## config.mk

```make
export PLATFORM = sky130hd
export DESIGN_NAME = div_scheduler_flat
export DESIGN_NICKNAME = d
export VERILOG_FILES = /design/src/rtl/div_scheduler_if.sv /design/src/rtl/div_scheduler.sv /design/src/flat_wrapper.sv
export SDC_FILE = /design/constraint.sdc
export NUM_CORES = 1
export LEC_CHECK = 0
export ABC_AREA = 1
export BUFFER_PORTS_ARGS = -buffer_cell sky130_fd_sc_hd__buf_2
export CAP_MARGIN = 20
export CORE_MARGIN = 1
export CORE_UTILIZATION = 30
export CTS_BUF_LIST = sky130_fd_sc_hd__clkbuf_16
export DETAILED_ROUTE_END_ITERATION = 8
export GPL_ROUTABILITY_DRIVEN = 0
export PLACE_DENSITY = 0.64
export SYNTH_ARGS = -nofsm -noshare
export SYNTH_HDL_FRONTEND = slang
export SYNTH_SLANG_ARGS = --single-unit
```

## constraint.sdc

```tcl
create_clock -name clk -period 4.5 [get_ports clk]
set_input_delay 1.35 -clock clk [delete_from_list [all_inputs] [get_ports clk]]
set_output_delay 1.35 -clock clk [all_outputs]
set_load 0.01 [all_outputs]
```

## src/rtl/div_scheduler_if.sv

```systemverilog
// Requester-side bundle of the divider scheduler: requests and operands in,
// grants, done pulses and the shared remainder out.
interface div_scheduler_if #(
  parameter int NUM_REQ     = 4,
  parameter int NUMER_WIDTH = 11,
  parameter int DENOM_WIDTH = 11
);
  logic [NUM_REQ-1:0]                  req;
  logic [NUM_REQ-1:0][NUMER_WIDTH-1:0] numer;
  logic [NUM_REQ-1:0][DENOM_WIDTH-1:0] denom;
  logic [NUM_REQ-1:0]                  grant;
  logic [NUM_REQ-1:0]                  done;
  logic [DENOM_WIDTH-1:0]              remain;
  logic                                busy;

  modport master (
    output req, numer, denom,
    input  grant, done, remain, busy
  );

  modport slave (
    input  req, numer, denom,
    output grant, done, remain, busy
  );
endinterface

```

## src/rtl/div_scheduler.sv

```systemverilog
// Round-robin time-multiplexer for one pipelined remainder divider; a tag
// pipeline tracks each operation so its remainder returns to the issuer.
module div_scheduler #(
  parameter int NUM_REQ     = 4,
  parameter int NUMER_WIDTH = 11,
  parameter int DENOM_WIDTH = 11,
  parameter int DIV_LATENCY = 1
) (
  input  logic                   clk,
  input  logic                   rst,
  input  logic                   flush,
  div_scheduler_if.slave         rq,
  output logic [NUMER_WIDTH-1:0] div_numer,
  output logic [DENOM_WIDTH-1:0] div_denom,
  input  logic [DENOM_WIDTH-1:0] div_remain
);

  localparam int ID_W   = (NUM_REQ > 1) ? $clog2(NUM_REQ) : 1;
  // Stage 0 is aligned with the operand registers, the last stage with div_remain.
  localparam int STAGES = DIV_LATENCY + 1;

  typedef struct packed {
    logic            valid;
    logic            zero;
    logic [ID_W-1:0] id;
  } tag_t;

  logic [ID_W-1:0]        ptr_r;
  logic [ID_W-1:0]        ptr_next;
  tag_t                   tag_r    [STAGES];
  tag_t                   tag_next [STAGES];
  logic [NUM_REQ-1:0]     grant_s;
  logic [ID_W-1:0]        gidx_s;
  logic                   found_s;
  logic                   transfer_s;
  logic                   zero_s;
  logic [NUM_REQ-1:0]     done_r;
  logic [NUM_REQ-1:0]     done_next;
  logic [DENOM_WIDTH-1:0] remain_r;
  logic [DENOM_WIDTH-1:0] remain_next;
  logic                   busy_r;
  logic                   busy_next;
  logic [NUMER_WIDTH-1:0] numer_r;
  logic [DENOM_WIDTH-1:0] denom_r;

  // Round-robin search: first asserted request at or after the pointer.
  always_comb begin
    grant_s = '0;
    gidx_s  = '0;
    found_s = 1'b0;
    if (!rst && !flush) begin
      for (int i = 0; i < NUM_REQ; i++) begin
        if (!found_s && rq.req[(int'(ptr_r) + i) % NUM_REQ]) begin
          found_s = 1'b1;
          gidx_s  = ID_W'((int'(ptr_r) + i) % NUM_REQ);
        end else begin
          found_s = found_s;
        end
      end
    end else begin
      found_s = 1'b0;
    end
    if (found_s) begin
      grant_s[gidx_s] = 1'b1;
    end else begin
      grant_s = '0;
    end
  end

  assign transfer_s = |(rq.req & grant_s);
  assign zero_s     = (rq.denom[gidx_s] == {DENOM_WIDTH{1'b0}});
  assign ptr_next   = (int'(gidx_s) == NUM_REQ - 1) ? ID_W'(0) : gidx_s + ID_W'(1);

  // Tag shift, result capture and busy look-ahead.
  always_comb begin
    for (int s = 0; s < STAGES; s++) begin
      tag_next[s] = '0;
    end
    done_next   = '0;
    remain_next = remain_r;
    busy_next   = 1'b0;
    if (flush) begin
      done_next = '0;
    end else begin
      tag_next[0].valid = transfer_s;
      tag_next[0].zero  = transfer_s & zero_s;
      tag_next[0].id    = gidx_s;
      for (int s = 1; s < STAGES; s++) begin
        tag_next[s] = tag_r[s-1];
      end
      if (tag_r[STAGES-1].valid) begin
        done_next[tag_r[STAGES-1].id] = 1'b1;
        remain_next = tag_r[STAGES-1].zero ? {DENOM_WIDTH{1'b0}} : div_remain;
      end else begin
        done_next = '0;
      end
    end
    for (int s = 0; s < STAGES; s++) begin
      busy_next = busy_next | tag_next[s].valid;
    end
    busy_next = busy_next | (|done_next);
  end

  // State registers; reset drops everything in flight.
  always_ff @(posedge clk) begin
    if (rst) begin
      ptr_r <= '0;
      for (int s = 0; s < STAGES; s++) begin
        tag_r[s] <= '0;
      end
      done_r   <= '0;
      remain_r <= '0;
      busy_r   <= 1'b0;
      numer_r  <= '0;
      denom_r  <= DENOM_WIDTH'(1);
    end else begin
      if (transfer_s) begin
        ptr_r   <= ptr_next;
        numer_r <= rq.numer[gidx_s];
        denom_r <= zero_s ? DENOM_WIDTH'(1) : rq.denom[gidx_s];
      end
      for (int s = 0; s < STAGES; s++) begin
        tag_r[s] <= tag_next[s];
      end
      done_r   <= done_next;
      remain_r <= remain_next;
      busy_r   <= busy_next;
    end
  end

  assign rq.grant  = grant_s;
  assign rq.done   = done_r;
  assign rq.remain = remain_r;
  assign rq.busy   = busy_r;
  assign div_numer = numer_r;
  assign div_denom = denom_r;

endmodule

```

## src/flat_wrapper.sv

```systemverilog
// flat-port wrapper written by rule: the top's interface ports become plain ports
module div_scheduler_flat 
#(
  parameter int NUM_REQ     = 4,
  parameter int NUMER_WIDTH = 11,
  parameter int DENOM_WIDTH = 11,
  parameter int DIV_LATENCY = 1
)
  (clk, rst, flush, div_numer, div_denom, div_remain, rq_req, rq_numer, rq_denom, rq_grant, rq_done, rq_remain, rq_busy);
  div_scheduler_if #(.NUM_REQ(NUM_REQ), .NUMER_WIDTH(NUMER_WIDTH), .DENOM_WIDTH(DENOM_WIDTH)) rq_i ();
  input  logic clk;
  input  logic rst;
  input  logic flush;
  output logic [NUMER_WIDTH-1:0] div_numer;
  output logic [DENOM_WIDTH-1:0] div_denom;
  input  logic [DENOM_WIDTH-1:0] div_remain;
  input wire logic [$bits(rq_i.req)-1:0] rq_req;
  input wire logic [$bits(rq_i.numer)-1:0] rq_numer;
  input wire logic [$bits(rq_i.denom)-1:0] rq_denom;
  output wire logic [$bits(rq_i.grant)-1:0] rq_grant;
  output wire logic [$bits(rq_i.done)-1:0] rq_done;
  output wire logic [$bits(rq_i.remain)-1:0] rq_remain;
  output wire logic [$bits(rq_i.busy)-1:0] rq_busy;
  assign rq_i.req = rq_req;
  assign rq_i.numer = rq_numer;
  assign rq_i.denom = rq_denom;
  assign rq_grant = rq_i.grant;
  assign rq_done = rq_i.done;
  assign rq_remain = rq_i.remain;
  assign rq_busy = rq_i.busy;
  div_scheduler #(.NUM_REQ(NUM_REQ), .NUMER_WIDTH(NUMER_WIDTH), .DENOM_WIDTH(DENOM_WIDTH), .DIV_LATENCY(DIV_LATENCY)) u_core (.clk(clk), .rst(rst), .flush(flush), .rq(rq_i), .div_numer(div_numer), .div_denom(div_denom), .div_remain(div_remain));
endmodule
```

==> summary.txt <==
Timing
  – Final setup fails: 0
  – RSZ-0062 raised after global routing: no
  – Max Clk Rate: 0.2339 GHz
  – Worst hold slack: around 0.41 ns
  – Measured slew at the worst slew-check pin: ~0.73 ns
  – Setup TNS: 0 ns
  – Fin crit period: between 4 and 5 ns
  – Max-slew violations: 0
  – Slew HR: roughly 50%
  – Final Cycle Share: 95.01%
  – Final Hold Viols: 0
  – Worst Skew: 0.004482 ns

Routing
  – Vias per cell: approximately 4.7
  – 1st-pass router iterations: 7
  – Initial DRC Count: 119
  – Vias: 3314
  – Wirelength per Cell: 11.31 um
  – Total Wirelength: approximately 8000 um
  – DRC: 0
  – DRT antenna net count: 0

Cells and area
  – Area grow syn2layout: 32.58%
  – Commonest non-fill, non-tap cell in the layout: buf_2
  – Most frequent cells in the layout: buf_2, nand2_1, inv_1
  – ANT cells: 0
  – Layout cell share with drive strength beyond 1: between 30% and 40%
  – NumNets Final: roughly 690

Min path
  – Class of the worst hold path: reg -> reg

Floorplanning
  – Die height: approximately 100 um
  – Ports: around 150
  – Die Area: about 10000 um^2
  – Core footprint: slightly above 9000 um^2
  – # rows: 35
  – Starting Density: about a third
  – Die width: 100.7 um

Logic synthesis
  – Synth Instances: 444
  – Seq/Total Area, Yosys: between 30 and 40%
  – Flops & latches, synth: between 40 and 50
  – Post-Syn Area: slightly below 3000 um^2
  – Post-synth net total: about 550
  – Ys Warns: 0
  – Post-synthesis area per instance: roughly 6.6 um^2
  – Post-synthesis cell type count: 26

CTS
  – Root Buffer: clkbuf_16
  – Worst-skew pair later-pin latency: 0.29 ns
  – Clk sinks: between 40 and 50
  – Post-CTS Hold Fix Bufs: 0
  – Postcts setup bufs: 0
  – Clock buffer depth: 2
  – Post-CTS resize count: 0
  – CTS tree: yes
  – Clock transition at path regs: ~0.07 ns
  – H-Tree Depth: 2
  – CTS Buf Count: 5

Setup path
  – CP Capture Point: rq_grant[1]
  – Worst r2r src: u_core.ptr_r[0]
  – Critical Path AT: 2.93 ns
  – CP Max Fanout: 15
  – Worst Path Required: roughly 3.2 ns
  – Capture point of the worst reg-to-reg path: u_core.ptr_r[1]
  – Flop2flop setup slack: roughly 1.5 ns
  – CP Class: in -> out
  – R2R depth: 19
  – CP Launch Type: input pin
  – Crit path launch: rq_req[3]
  – Crit end category: primary output

GRT
  – Initial antenna violation count: 0
  – Global route total overflow: 0
  – Largest net degree at the start of global routing: 38
  – Total Routing Usage GR: around 16%
  – First-pass GRT wire length: ~13000 um
  – Vias in the first global route: between 3k and 4k

Power and ir drop
  – Leakage: about 0.0020 uW
  – Peak supply drop: ~0.18 mV
  – Cell Pwr Density: about 310 nW/um^2
  – Total Power: between 1000 and 1500 uW

Placement
  – I/O Buffers: about 150
  – DP Wirelength: roughly 6200 um

Run
  – Number of max-cap violations: 0

Run status
  – Status: finished clean
-- where the power goes --
group          leakage (uW)  total, uW  internal (uW)  switching, uW
combinational       0.00157        320            130            190
sequential         0.000390        463            449           14.5
clock             0.0000840        431            264            166
total               0.00204       1210            843            371
-- worst min-delay path by stage --
stage	from	cells after the start	slack (ns)	end
final	u_core.tag_r[0][1]	2	0.41	u_core.tag_r[0][5]
after global routing	u_core.tag_r[0][2]	2	0.44	u_core.tag_r[0][6]
after CTS	u_core.tag_r[0][1]	2	0.41	u_core.tag_r[0][5]
after detailed placement	u_core.tag_r[0][0]	2	0.40	u_core.tag_r[0][4]
after global placement	u_core.tag_r[0][0]	2	0.40	u_core.tag_r[0][4]
after floorplan	u_core.tag_r[0][0]	2	0.39	u_core.tag_r[0][4]
-- cells by family (layout without fill, tap and decap cells) --
family | Yosys count | count (layout) | share of synthesized area [%]
AO/OA/AOI/OAI | 85 | 85 | 16.74
flip-flops | 48 | 48 | 32.88
buffers and inverters | 90 | 226 | 14.26
AND/OR/NAND/NOR | 217 | 217 | 34.42
adder cells (fa/ha/maj) | 4 | 4 | 1.712
-- flip-flops by register name, indices dropped and copies added, names as in the netlist --
name	flops
u_core.rq.remain	11
u_core.ptr_r	2
u_core.rq.done	4
u_core.rq.busy	1
u_core.div_denom	11
u_core.div_numer	11
u_core.tag_r	8
-- metrics by stage --
step	cell area [um^2]	setup WS (ns)	std cells	utilization, %
2_1_floorplan	2923	0.3273	444	-
3_3_place_gp	3702	0.3038	701	39.69
3_5_place_dp	3702	0.2385	701	39.69
4_1_cts	3875	0.2365	709	41.54
5_1_grt	3875	0.03374	709	41.54
6_report	3875	0.2247	709	41.54
-- area by class of cell --
type | count | area [um^2]
inverter | 63 | 239.0
sequential | 48 | 960.9
clock inverter | 3 | 47.55
fill | 1001 | 5453
timing repair buffer | 155 | 795.8
multi-input combinational | 306 | 1545
tap | 129 | 161.4
clock buffer | 5 | 125.1
-- worst max-delay path, stage by stage --
cell and delay (ns):
buf_2 0.10, inv_1 0.05, nand2_1 0.08, nand3_1 0.11, nand2_1 0.09, inv_1 0.07
nand3_2 0.09, nand2_4 0.07, inv_4 0.17, nand2_8 0.12, inv_2 0.09, ha_1 0.14
inv_1 0.04, nor2_1 0.17, buf_2 0.17
-- per-layer routing --
layer,global-route usage (%),share of wire (%),vias to the layer above
met3,2.982,4.4,10
met2,30.35,52,93
met1,17.53,43,1513
met4,4.794,1.2,0
li1,-,-,1698
met5,0,0,-
-- Yosys cell counts (all sizes together) --
cell type  instances  area share (%)
a21oi             40             6.8
a31oi              7             1.5
a32o              11             3.8
buf               19             5.1
clkbuf             8             1.0
dfxtp             48              33
ha                 4             1.7
inv               63             8.2
nand2            139              20
nand3             44             8.6
nand3b             8             2.1
nand4              1            0.21
nor2              21             3.0
nor4               4            0.86
o21ai             27             4.6
No activity file was read; power rests on OpenSTA's default activity.
